<file path="src/rtl/rtlola_input_queue.sv">
// Timestamped input event queue feeding the RTLola evaluator.
// Merges x events with periodic deadlines into a FWFT FIFO.
module rtlola_input_queue #(
    parameter int DATA_W = 64,
    parameter int TS_W   = 64,
    parameter int DEPTH  = 4,
    parameter int PERIOD = 8
) (
    input  logic                            clk,
    input  logic                            rst,
    input  logic                            en,
    input  logic signed [DATA_W-1:0]        in_x,
    input  logic                            in_new,
    input  logic                            pop,
    output logic                            out_valid,
    output logic signed [DATA_W-1:0]        out_x,
    output logic                            out_new_x,
    output logic                            out_tick,
    output logic [TS_W-1:0]                 out_ts,
    output logic                            push_valid,
    output logic                            pop_valid,
    output logic [$clog2(DEPTH):0]          count,
    output logic                            overflow
);
    localparam int AW = $clog2(DEPTH);
    localparam int CW = AW + 1;
    localparam int PW = $clog2(PERIOD);

    logic [TS_W-1:0]          r_ts;
    logic [PW-1:0]            r_tick;
    logic [AW-1:0]            r_rd;
    logic [AW-1:0]            r_wr;
    logic [CW-1:0]            r_count;
    logic                     r_ovf;
    logic                     r_push_v;
    logic                     r_pop_v;

    logic signed [DATA_W-1:0] r_mem_x    [DEPTH];
    logic                     r_mem_new  [DEPTH];
    logic                     r_mem_tick [DEPTH];
    logic [TS_W-1:0]          r_mem_ts   [DEPTH];

    logic                     w_deadline;
    logic                     w_cand;
    logic                     w_empty;
    logic                     w_full;
    logic                     w_pop;
    logic                     w_push;
    logic signed [DATA_W-1:0] w_cand_x;

    assign w_deadline = (r_tick == PW'(PERIOD - 1));
    assign w_cand     = en && (in_new || w_deadline);
    assign w_empty    = (r_count == '0);
    assign w_full     = (r_count == CW'(DEPTH));
    assign w_pop      = en && pop && !w_empty;
    // A full queue still accepts when the head leaves on the same edge
    assign w_push     = w_cand && (!w_full || w_pop);
    assign w_cand_x   = in_new ? in_x : '0;

    always_ff @(posedge clk) begin
        if (rst) begin
            r_ts     <= '0;
            r_tick   <= '0;
            r_rd     <= '0;
            r_wr     <= '0;
            r_count  <= '0;
            r_ovf    <= 1'b0;
            r_push_v <= 1'b0;
            r_pop_v  <= 1'b0;
        end else begin
            r_push_v <= w_push;
            r_pop_v  <= w_pop;
            if (en) begin
                r_ts   <= r_ts + 1'b1;
                r_tick <= w_deadline ? '0 : r_tick + 1'b1;
            end
            if (w_cand && !w_push) begin
                r_ovf <= 1'b1;
            end
            if (w_push) begin
                r_wr <= r_wr + 1'b1;
            end
            if (w_pop) begin
                r_rd <= r_rd + 1'b1;
            end
            case ({w_push, w_pop})
                2'b10:   r_count <= r_count + 1'b1;
                2'b01:   r_count <= r_count - 1'b1;
                default: r_count <= r_count;
            endcase
        end
    end

    always_ff @(posedge clk) begin
        if (!rst && w_push) begin
            r_mem_x[r_wr]    <= w_cand_x;
            r_mem_new[r_wr]  <= in_new;
            r_mem_tick[r_wr] <= w_deadline;
            r_mem_ts[r_wr]   <= r_ts;
        end
    end

    // Head fields are masked while empty so stale storage never leaks out
    always_comb begin
        out_valid = !w_empty;
        out_x     = '0;
        out_new_x = 1'b0;
        out_tick  = 1'b0;
        out_ts    = '0;
        if (!w_empty) begin
            out_x     = r_mem_x[r_rd];
            out_new_x = r_mem_new[r_rd];
            out_tick  = r_mem_tick[r_rd];
            out_ts    = r_mem_ts[r_rd];
        end
    end

    assign push_valid = r_push_v;
    assign pop_valid  = r_pop_v;
    assign count      = r_count;
    assign overflow   = r_ovf;
endmodule

</file>
<file path="config.mk">
export PLATFORM = sky130hd
export DESIGN_NAME = rtlola_input_queue
export DESIGN_NICKNAME = d
export VERILOG_FILES = /design/src/rtl/rtlola_input_queue.sv
export SDC_FILE = /design/constraint.sdc
export NUM_CORES = 1
export LEC_CHECK = 0
export BUFFER_PORTS_ARGS = -buffer_cell sky130_fd_sc_hd__clkbuf_2
export CAP_MARGIN = 10
export CORE_MARGIN = 2
export CORE_UTILIZATION = 60
export CTS_CLUSTER_SIZE = 8
export DETAILED_ROUTE_END_ITERATION = 8
export PLACE_DENSITY_LB_ADDON = 0.12
export SLEW_MARGIN = 30
export SYNTH_ARGS = -nofsm -noshare
export SYNTH_HDL_FRONTEND = slang
export SYNTH_SLANG_ARGS = --single-unit
</file>
<file path="constraint.sdc">
create_clock -name clk -period 13 [get_ports clk]
set_input_delay 1.95 -clock clk [delete_from_list [all_inputs] [get_ports clk]]
set_output_delay 1.95 -clock clk [all_outputs]
set_load 0.03 [all_outputs]
</file>
# Word-level counts from Yosys, hierarchy flattened
# Memories as Yosys holds them, arrays and structs flattened. A register that Yosys moved wholly into a read port is not among the register bits.
# Cells that the tools add are included.
[word_totals]
register_bits = 77
latch_bits = 0
ramBits = 520
romBits = 0
inputBits = 69
out_inout_bits = 137
word_cells = 53
n_memories = 4
[op_classes]
addsub = 6
n_mul = 0
div_mod_pow = 0
order_cmp = 0
n_eq_ne = 4
n_shift = 0
mux = 17
bitwise_logic = 0
reduce_logical = 14
[memory_table]
columns = ["name", "words", "word_bits", "read_ports", "rd_ports_with_merged_regs", "write_ports", "line", "rtl"]
rows = [
  ["r_mem_ts", 4, 64, 1, 1, 1, "41", "logic [TS_W-1:0] r_mem_ts [DEPTH];"],
  ["r_mem_x", 4, 64, 1, 1, 1, "38", "logic signed [DATA_W-1:0] r_mem_x [DEPTH];"],
  ["r_mem_new", 4, 1, 1, 1, 1, "39", "logic r_mem_new [DEPTH];"],
  ["r_mem_tick", 4, 1, 1, 1, 1, "40", "logic r_mem_tick [DEPTH];"],
]
[ops]
columns = ["cell", "n"]
rows = [
  ["two-way mux 64 bit", 3],
  ["adder 64 x 1 -> 64 bit, second input constant", 1],
  ["two-way mux 2 bit", 8],
  ["adder 3 x 1 -> 3 bit, second input constant", 2],
  ["== test 3 bit, second input constant", 2],
  ["logical AND 1 bit", 6],
  ["case mux 3 bit (2 select lines)", 1],
  ["adder 2 x 1 -> 2 bit, second input constant", 2],
  ["logical NOT 1 bit", 4],
  ["two-way mux 1 bit", 4],
  ["logical NOT 3 bit", 1],
  ["two-way mux 3 bit", 1],
  ["subtractor 3 x 1 -> 3 bit, second input constant", 1],
  ["== test 2 x 1 -> 1 bit, second input constant", 1],
  ["== test 2 bit, second input constant", 1],
  ["logical OR 1 bit", 2],
  ["nonzero test 2 bit", 1],
]

# Longest topological paths before layout
# Gate-level depths: netlist of run 1.
[depth]
word_depth = 8
depth_mapped = 9
depth_no_buf = 8

# Least setup slack after synthesis of run 1
# No wires, ideal clock.
[synth_path]
kind = "input -> register"
from = "input port en"
to = "memory r_mem_new[0], enable pin"
setup_time_ps = 505
arrival_ps = 5625
required_ps = 12495
path_slack_ps = 6870
stages = 4
n_path_buf = 0
cell_sequence = "o21ai_0 -> a31oi_1 -> nor2b_1 -> and2_1"
[synth_via]
elab_chain_len = 7
word_cells_on_any_way = 8
classes_between = "mux: 2; reduce/logical: 6"
[synth_lines]
columns = ["element", "line", "rtl"]
rows = [
  ["from (decl)", "11", "input logic en,"],
  ["logical AND 1 bit (2 in a row)", "55", "assign w_pop = en && pop && !w_empty;"],
  ["logical OR 1 bit", "57", "assign w_push = w_cand && (!w_full || w_pop);"],
  ["logical AND 1 bit (*)", "57", ""],
  ["logical AND 1 bit (*)", "95", "if (!rst && w_push) begin"],
  ["two-way mux 1 bit (*)", "95", ""],
  ["two-way mux 1 bit (not written as such) (*)", "97", "r_mem_new[r_wr] <= in_new;"],
  ["to (decl)", "39", ""],
]
# Every way passes the cells marked *; elsewhere a longest branch is shown, timed or not.

==> results of run 1 <==
==> worst paths after layout <==
path                         endpoint  slack [ps]  cells past startpoint
max                         out_x[35]        7220                      7
min            r_tick[1]$_SDFFE_PP0P_         490                      2
max reg2reg  r_mem_x[3][24]$_DFFE_PP_        9190                      8
min reg2reg    r_tick[1]$_SDFFE_PP0P_         490                      2
==> power breakdown <==
group | internal, W | switching (W) | leakage, nW
clock network | 0.00120 | 0.000767 | 1.14
logic | 0.000124 | 0.000220 | 2.77
registers | 0.00210 | 0.0000158 | 5.18
total | 0.00343 | 0.00100 | 9.10
==> per-stage QoR <==
stage | instances | util | power [W] | hold slack, ps | area, um2
floorplan | 1330 | - | 0.00240 | 450 | 23700
global placement | 1995 | 0.649 | 0.00250 | 465 | 25200
detailed placement | 1998 | 0.651 | 0.00250 | 472 | 25300
CTS | 2138 | 0.712 | 0.00447 | 487 | 27700
global route | 2138 | 0.712 | 0.00457 | 527 | 27700
finish | 2138 | 0.712 | 0.00443 | 486 | 27700
==> state kept, by name (all words and copies together) (netlist names), named ones only <==
signal      cells
count           3
overflow        1
r_mem_ts      256
pop_valid       1
r_tick          3
r_ts           64
r_mem_tick      4
r_rd            2
push_valid      1
r_mem_new       4
r_wr            2
r_mem_x       256
==> per-layer routing <==
layer	vias up	share of wire	GRT usage
met3	63	0.060	0.0417
met2	410	0.50	0.399
met4	0	0.017	0.0696
li1	5678	-	-
met5	-	0	0
met1	6447	0.42	0.332
==> Yosys cell counts, drive strengths merged <==
| master | instances | area [um2] |
|---|---|---|
| clkbuf | 50 | 188 |
| or3 | 14 | 92.6 |
| mux2i | 3 | 30.0 |
| fa | 1 | 20.0 |
| a31oi | 1 | 6.26 |
| o41ai | 2 | 17.5 |
| nand4b | 3 | 26.3 |
| o31ai | 17 | 128 |
| or2 | 1 | 6.26 |
| and2 | 200 | 1250 |
| ha | 7 | 87.6 |
| nor2b | 4 | 25.0 |
| or4 | 19 | 146 |
| a21oi | 33 | 165 |
| xnor2 | 24 | 210 |
| and4 | 11 | 96.3 |
| mux4 | 130 | 2930 |
| inv | 13 | 48.8 |
| nand2 | 29 | 111 |
| and3 | 8 | 50.1 |
| o21ai | 12 | 60.1 |
| nand2b | 1 | 6.26 |
| o21ba | 1 | 10.0 |
| xor2 | 13 | 114 |
| a211oi | 1 | 7.51 |
| nand3 | 17 | 85.1 |
| edfxtp | 520 | 15600 |
| nor2 | 52 | 195 |
| mux2 | 2 | 22.5 |
| nor3b | 1 | 7.51 |
| nor4 | 13 | 81.3 |
| dfxtp | 79 | 1580 |
| buf | 23 | 110 |
| nand3b | 1 | 7.51 |
| nor3 | 6 | 30.0 |
| o311ai | 1 | 8.76 |
| nand4 | 17 | 106 |
==> final cells by class <==
| type | count | area (um2) | share of cell area |
|---|---|---|---|
| Clock buffer | 133 | 2290 | 0.0827 |
| Clock inverter | 7 | 106 | 0.00385 |
| Inverter | 13 | 48.8 | 0.00176 |
| Multi-Input combinational cell | 645 | 6150 | 0.223 |
| Sequential cell | 599 | 17200 | 0.622 |
| Tap cell | 518 | 648 | 0.0234 |
| Timing Repair Buffer | 223 | 1210 | 0.0437 |
==> kinds of logic after synthesis <==
logic type,Yosys count
adders and majority gates,8
DFF,599
muxes,135
xor gates and xnor gates,37
and+or+nand+nor,397
buffers and inverters,86
AOI/OAI and AO/OA,68
==> critical path, stage by stage, from the launching register on <==
cell,delay [ps]
dfxtp_4,880
buf_6,590
buf_4,340
buf_12,240
buf_12,220
mux4_2,510
and2_1,180
clkbuf_2,180
==> flow_metrics.tcl, run 1 <==
set metrics [dict create \
    peakVddDrop_v 0.000135 \
    htreeDepth 3 \
    antenna_found_initial 0 \
    grt.overflow.total 0 \
    hold_violations 0 \
    ys_ff_latch 599 \
    io_pins 206 \
    diodes 0 \
    hold_buffers 0 \
    clockRootBuffer "clkbuf_16" \
    fp.dieH_um 203 \
    vias 12600 \
    max_cap_viol_count 0 \
    die_w_um 203 \
    num-fill-cells 2419 \
    drcViolationCount 0 \
    synth_compound_area_frac 0.0170 \
    grt_first_pass_wirelength_um 74900 \
    drt-wirelength-per-cell_um 22.6 \
    insertion_delay_ps 590 \
    clockBufferDepth 3 \
    core_um2 38800 \
    clock_sinks 599 \
    clk_pin_slew_ps 50 \
    critPathArrivalTime_ps 3830 \
    drive_above_1_share 0.282 \
    synth.mux.area_fraction 0.126 \
    grt_pass1_vias 13000 \
    wl_um 48300 \
    period_minus_slack_ps 5780 \
    drt-pass1-iter-count 5 \
    clock.fmax_mhz 173 \
    io_buffers 205 \
    gp_congestion 0.763 \
    drt-initial-drc-count 953 \
    min_from "r_tick[1]$_SDFFE_PP0P_" \
    critPathMaxFanout 46 \
    hold_path.class "reg2reg" \
    powerDensity_nw_per_um2 160 \
    synth_nets 1407 \
    yosys.area_share.simple 0.0982 \
    antenna_left 0 \
    grt_max_degree 85 \
    yosys.cell_types.count 43 \
    mostFrequentLayoutCells "edfxtp_1, clkbuf_2, and2_1" \
    setup_slack_ps 7220 \
    cts_tree "built" \
    fin_crit_sh 0.445 \
    p_leak_nw 9.10 \
    post_synth_xor_area_fraction 0.0137 \
    synthAdderAreaFrac 0.00454 \
    yosys_warnings 0 \
    cts.repair.resized 0 \
    rr_startpoint "r_tick[0]$_SDFFE_PP0P_" \
    status "completed" \
    final_common_cell "edfxtp_1" \
    maxSlewHeadroom 0.377 \
    numCtsBuffers 84 \
    row_count 72 \
    tns_ps 0 \
    setup_viol 0 \
    crit_type "reg2out" \
    grt_usage 0.240 \
    via_per_inst 5.89 \
    drv_slew 0 \
    cp-end-kind "output port" \
    dieArea_um2 41100 \
    final.setup_skew_ps 18.6 \
    pre_cts_ws_ps 7360 \
    final_nets 1643 \
    ys_seq_area_frac 0.726 \
    cts_setup_buffers 0 \
    rsz0062_at_grt "no" \
    startpoint_type "register" \
    tightest_slew_ps 926 \
    synth_top_family_by_area "multiplexers" \
    start_util 0.610 \
    netlist_instances 1330 \
    required_ps 11050 \
    avgSynthCellArea_um2 17.8 \
    dp_hpwl_um 27700 \
    netlist_area_um2 23700 \
    area_growth_syn_to_layout_pct 16.8 \
]
No activity file was read; power rests on OpenSTA's default activity.
==> run 2: changes to the inputs <==
--- a/config.mk
+++ b/config.mk
@@ -5,6 +5,7 @@
 export SDC_FILE = /design/constraint.sdc
 export NUM_CORES = 1
 export LEC_CHECK = 0
+export ABC_AREA = 1
 export BUFFER_PORTS_ARGS = -buffer_cell sky130_fd_sc_hd__clkbuf_2
 export CAP_MARGIN = 10
 export CORE_MARGIN = 2
==> constraint.sdc (replaced) <==
create_clock -name clk -period 6 [get_ports clk]
set_input_delay 0.9 -clock clk [delete_from_list [all_inputs] [get_ports clk]]
set_output_delay 0.9 -clock clk [all_outputs]
set_load 0.03 [all_outputs]
==> flow_metrics.tcl, run 2 <==
set metrics [dict create \
    drv_slew 0 \
    start_util 0.608 \
    final.setup_skew_ps 10.3 \
    area_growth_syn_to_layout_pct 15.5 \
    core_um2 40800 \
    clockBufferDepth 3 \
    vias 17500 \
    synth_nets 2424 \
    dieArea_um2 43000 \
    dp_hpwl_um 32300 \
    row_count 74 \
    diodes 0 \
    hold_buffers 0 \
    peakVddDrop_v 0.000250 \
    tightest_slew_ps 1010 \
    num-fill-cells 2962 \
    clock.fmax_mhz 242 \
    drcViolationCount 0 \
    powerDensity_nw_per_um2 346 \
    grt_pass1_vias 17400 \
    final_nets 2617 \
    cp_cell_sequence "buf_4 -> buf_4 -> nor2_1 -> o21ai_0 -> a21oi_1 -> clkbuf_2" \
    critPathArrivalTime_ps 3230 \
    regToRegSetupSlack_ps 2820 \
    tns_ps 0 \
    crit_type "reg2out" \
    mostFrequentLayoutCells "nor2_1, edfxtp_1, o21ai_0" \
    hold_slack_ps 483 \
    netlist_area_um2 24800 \
    synth_edf_count 520 \
    placed_area_um2 26300 \
    yosys_warnings 0 \
    status "completed" \
    clockRootBuffer "clkbuf_16" \
    drive_above_1_share 0.141 \
    drt-initial-drc-count 1655 \
    via_per_inst 5.62 \
    fin_crit_sh 0.688 \
    ys_seq_area_frac 0.693 \
    ys_ff_latch 599 \
    antenna_left 0 \
    cp_common_cell "buf_4" \
    cts_setup_buffers 0 \
    required_ps 5100 \
    insertion_delay_ps 600 \
    netlist_instances 2347 \
    cts.repair.resized 0 \
    gp_congestion 0.927 \
    cpPeakStageDelay_ps 730 \
    cp-end-kind "output port" \
    fin_total_pwr_w 0.00992 \
    async_flop_share 0 \
    die_w_um 207 \
    synth_area_leaders "edfxtp_1, nor2_1, dfxtp_1, o21ai_0, nand2_1" \
    max_cap_viol_count 0 \
    synthFlopType "edfxtp_1" \
    antenna_found_initial 0 \
    hold_path.class "reg2reg" \
    numCtsBuffers 84 \
    wl_um 58300 \
    p_leak_nw 10.6 \
    rsz0062_at_grt "no" \
    yosys.cell_types.count 36 \
    finalInstanceArea_um2 28700 \
    synthTopCellsByCount "nor2_1, edfxtp_1, o21ai_0" \
    maxSlewHeadroom 0.327 \
    reg_top3 "r_mem_ts: 256 flops, r_mem_x: 256 flops, r_ts: 64 flops" \
    cpMaxStageDelayCell "buf_4" \
    startpoint_type "register" \
    htreeDepth 3 \
    yosysTopAreaCell "edfxtp_1" \
    synth_top_area_share 0.629 \
    final_common_cell "nor2_1" \
    synth.most_common_cell "nor2_1" \
    io_buffers 205 \
    avgSynthCellArea_um2 10.6 \
    grt_max_degree 261 \
    period_minus_slack_ps 4130 \
    grt_first_pass_wirelength_um 91700 \
    cts_tree "built" \
    hold_violations 0 \
    clock_sinks 599 \
    grt.overflow.total 0 \
    clk_pin_slew_ps 50 \
    critPathMaxFanout 58 \
    setup_viol 0 \
    drt-pass1-iter-count 7 \
    io_pins 206 \
    drt-wirelength-per-cell_um 18.7 \
    fp.dieH_um 207 \
    grt_usage 0.270 \
]
==> run 2: cell count changes after synthesis, sizes merged, moves of 16 or more <==
cell	delta
buf	+19
or4	-19
o21ai	+272
and2	-195
clkbuf	+27
nor2	+655
mux4	-130
nand3	+21
nand2	+203
o31ai	-17
a21oi	+126
xnor2	-16
inv	+123
==> run 2: area by class of cell <==
class                   count  area, um2  share of cell area
flip-flops and latches    599      17200               0.600
clock inverters             3       45.0             0.00157
multi-input cells        1492       6650               0.232
inverters                 137        534              0.0186
clock buffers             126       2340              0.0818
well taps                 532        666              0.0232
repair buffers            226       1230              0.0430
==> run 2: worst paths after layout <==
path | startpoint | to | depth (start not counted)
min | r_rd[1]$_SDFFE_PP0P_ | register | 2
max | register | out_ts[20] | 6
max reg2reg | r_tick[0]$_SDFFE_PP0P_ | r_mem_ts[3][1]$_DFFE_PP_ | 9
min reg2reg | r_rd[1]$_SDFFE_PP0P_ | register | 2
==> run 2: logic make-up (layout without fill, tap and decap cells) <==
logic type	Yosys count	in the layout	share of synthesized area
AOI/OAI and AO/OA	450	450	0.0913
xor gates and xnor gates	19	19	0.00670
adders and majority gates	8	8	0.00434
buffers and inverters	256	492	0.0405
DFF	599	599	0.693
and+or+nand+nor	1015	1015	0.164
==> run 2: critical path: cells and delay by family (launching register included) <==
family                 cells  cell delay [ps]
and+or+nand+nor            1               90
AOI/OAI and AO/OA          2              290
buffers and inverters      3             1510
DFF                        1              690
==> run 2: metrics by stage <==
step | setup WS, ps | cells | util
3_3_place_gp | 2100 | 2986 | 0.644
2_1_floorplan | -1390 | 2347 | -
6_report | 1870 | 3115 | 0.702
3_5_place_dp | 2070 | 2986 | 0.644
4_1_cts | 1830 | 3115 | 0.702
5_1_grt | 1680 | 3115 | 0.702
==> run 2: layer usage <==
metal | track usage | vias up | wire, um
met5 | 0 | - | 0
met4 | 0.0980 | 0 | 1400
met3 | 0.0411 | 89 | 3860
met2 | 0.442 | 634 | 28200
met1 | 0.370 | 8434 | 24800
li1 | - | 8342 | -
==> run 2: where the power goes <==
| part | internal, W | leakage, nW | total, W | switching [W] |
|---|---|---|---|---|
| logic | 0.000235 | 3.99 | 0.00104 | 0.000804 |
| clock network | 0.00266 | 1.15 | 0.00428 | 0.00163 |
| registers | 0.00457 | 5.46 | 0.00460 | 0.0000315 |
| total | 0.00746 | 10.6 | 0.00992 | 0.00246 |
==> run 3: changes to the inputs <==
--- a/config.mk
+++ b/config.mk
@@ -5,11 +5,11 @@
 export SDC_FILE = /design/constraint.sdc
 export NUM_CORES = 1
 export LEC_CHECK = 0
-export ABC_AREA = 1
+export ABC_AREA = 0
 export BUFFER_PORTS_ARGS = -buffer_cell sky130_fd_sc_hd__clkbuf_2
 export CAP_MARGIN = 10
 export CORE_MARGIN = 2
-export CORE_UTILIZATION = 60
+export CORE_UTILIZATION = 59
 export CTS_CLUSTER_SIZE = 8
 export DETAILED_ROUTE_END_ITERATION = 8
 export PLACE_DENSITY_LB_ADDON = 0.12
==> constraint.sdc (replaced) <==
create_clock -name clk -period 3.99 [get_ports clk]
set_input_delay 0.5985 -clock clk [delete_from_list [all_inputs] [get_ports clk]]
set_output_delay 0.5985 -clock clk [all_outputs]
set_load 0.03 [all_outputs]
==> flow_metrics.tcl, run 3 (same netlist as run 1, synthesis figures left out) <==
set metrics [dict create \
    placed_area_um2 25400 \
    startpoint_type "register" \
    row_count 73 \
    clockRootBuffer "clkbuf_16" \
    grt_pass1_vias 12800 \
    drv_slew 0 \
    p_leak_nw 9.14 \
    mostFrequentLayoutCells "edfxtp_1, clkbuf_2, and2_1" \
    period_minus_slack_ps 3250 \
    final_nets 1650 \
    drcViolationCount 0 \
    io_buffers 205 \
    clk_pin_slew_ps 50 \
    antenna_left 0 \
    critPathArrivalTime_ps 2650 \
    hold_buffers 0 \
    drt-wirelength-per-cell_um 22.1 \
    drt-initial-drc-count 896 \
    tns_ps 0 \
    via_per_inst 5.88 \
    gp_congestion 0.762 \
    peakVddDrop_v 0.000375 \
    fin_crit_sh 0.813 \
    grt_max_degree 80 \
    status "completed" \
    critPathMaxFanout 22 \
    cts_setup_buffers 0 \
    fp.dieH_um 204 \
    powerDensity_nw_per_um2 516 \
    reg_top3 "r_mem_ts: 256 flops, r_mem_x: 256 flops, r_ts: 64 flops" \
    final_common_cell "edfxtp_1" \
    numCtsBuffers 84 \
    min_from "rst" \
    grt.overflow.total 0 \
    setup_slack_ps 744 \
    wl_um 47300 \
    maxSlewHeadroom 0.437 \
    rr_startpoint "r_tick[0]$_SDFFE_PP0P_" \
    whs_path_depth 2 \
    start_util 0.597 \
    insertion_delay_ps 580 \
    clockBufferDepth 3 \
    final.setup_skew_ps 20.3 \
    r2r-end "r_mem_ts[3][51]$_DFFE_PP_" \
    cts.repair.resized 0 \
    dp_cells 2012 \
    htreeDepth 3 \
    hold_violations 0 \
    max_cap_viol_count 0 \
    tightest_slew_ps 845 \
    pre_cts_ws_ps 869 \
    setup_viol 0 \
    io_pins 206 \
    area_growth_syn_to_layout_pct 17.2 \
    cp-end-kind "output port" \
    r2r_cells 7 \
    grt_usage 0.234 \
    drt-pass1-iter-count 5 \
    core_um2 39600 \
    vias 12600 \
    rsz0062_at_grt "no" \
    fin_cells 2141 \
    antenna_found_initial 2 \
    cts_tree "built" \
    drive_above_1_share 0.285 \
    grt_first_pass_wirelength_um 73800 \
    crit_type "reg2out" \
    hold_path.class "in2reg" \
    clock_sinks 599 \
    finalInstanceArea_um2 27800 \
    dp_hpwl_um 27500 \
    required_ps 3390 \
    clock.fmax_mhz 308 \
    diodes 0 \
    regToRegSetupSlack_ps 990 \
    dieArea_um2 41800 \
    hold_end "push_valid$_SDFF_PP0_" \
    die_w_um 204 \
]
-- run 3: changes by cell type in the layout (fill, tap and decap cells not counted), sizes merged, moves of 14 or more --
| cell | change |
|---|---|
| inv | -124 |
| nand2 | -203 |
| mux4 | +130 |
| or3 | +14 |
| o21ai | -272 |
| xnor2 | +16 |
| a21oi | -126 |
| nor2 | -655 |
| or4 | +19 |
| and2 | +195 |
| o31ai | +17 |
| nand3 | -21 |
-- run 3: worst max-delay path: stages (launching register included) --
cell	delay, ps
dfxtp_4	620
buf_4	480
mux4_2	560
and2_1	180
clkbuf_2	190
-- run 3: area by class of cell --
type	instances	area (um2)
clock buffers	128	2330
clock inverters	1	8.76
fillers	2585	11900
inverters	13	48.8
multi-input cells	645	6150
flip-flops and latches	599	17200
well taps	525	657
repair buffers	230	1360
-- run 3: worst max path at each step --
stage,from,end,depth (start not counted),slack [ps]
final,register,out_x[57],4,740
after floorplan,r_tick[0]$_SDFFE_PP0P_,r_mem_new[0]$_DFFE_PP_,6,520
after global placement,en,r_mem_ts[3][44]$_DFFE_PP_,6,950
after CTS,register,out_x[57],4,620
after detailed placement,en,r_mem_ts[3][52]$_DFFE_PP_,6,870
after global routing,register,out_x[57],4,530
-- run 3: through the flow --
step                      hold WS [ps]  total power [W]   util
final                              249           0.0143  0.700
after global routing               268           0.0148  0.700
after CTS                          232           0.0145  0.700
after detailed placement           471          0.00817  0.641
after global placement             459          0.00815  0.641
after floorplan                    450          0.00780      -
-- run 3: metal layers --
layer / wire length [um] / GRT usage / up-vias / share of wire
li1: - / - / 5678 / -
met1: 20200 / 0.334 / 6442 / 0.43
met2: 23200 / 0.370 / 408 / 0.49
met3: 3100 / 0.0459 / 57 / 0.065
met4: 744 / 0.0725 / 0 / 0.016
met5: 0 / 0 / - / 0
-- run 3: where the power goes --
group / leakage, nW / switching (W) / internal [W] / total [W]
Combinational: 2.83 / 0.000723 / 0.000414 / 0.00114
Clock: 1.13 / 0.00236 / 0.00394 / 0.00631
Sequential: 5.18 / 0.0000388 / 0.00686 / 0.00689
Total: 9.14 / 0.00313 / 0.0112 / 0.0143
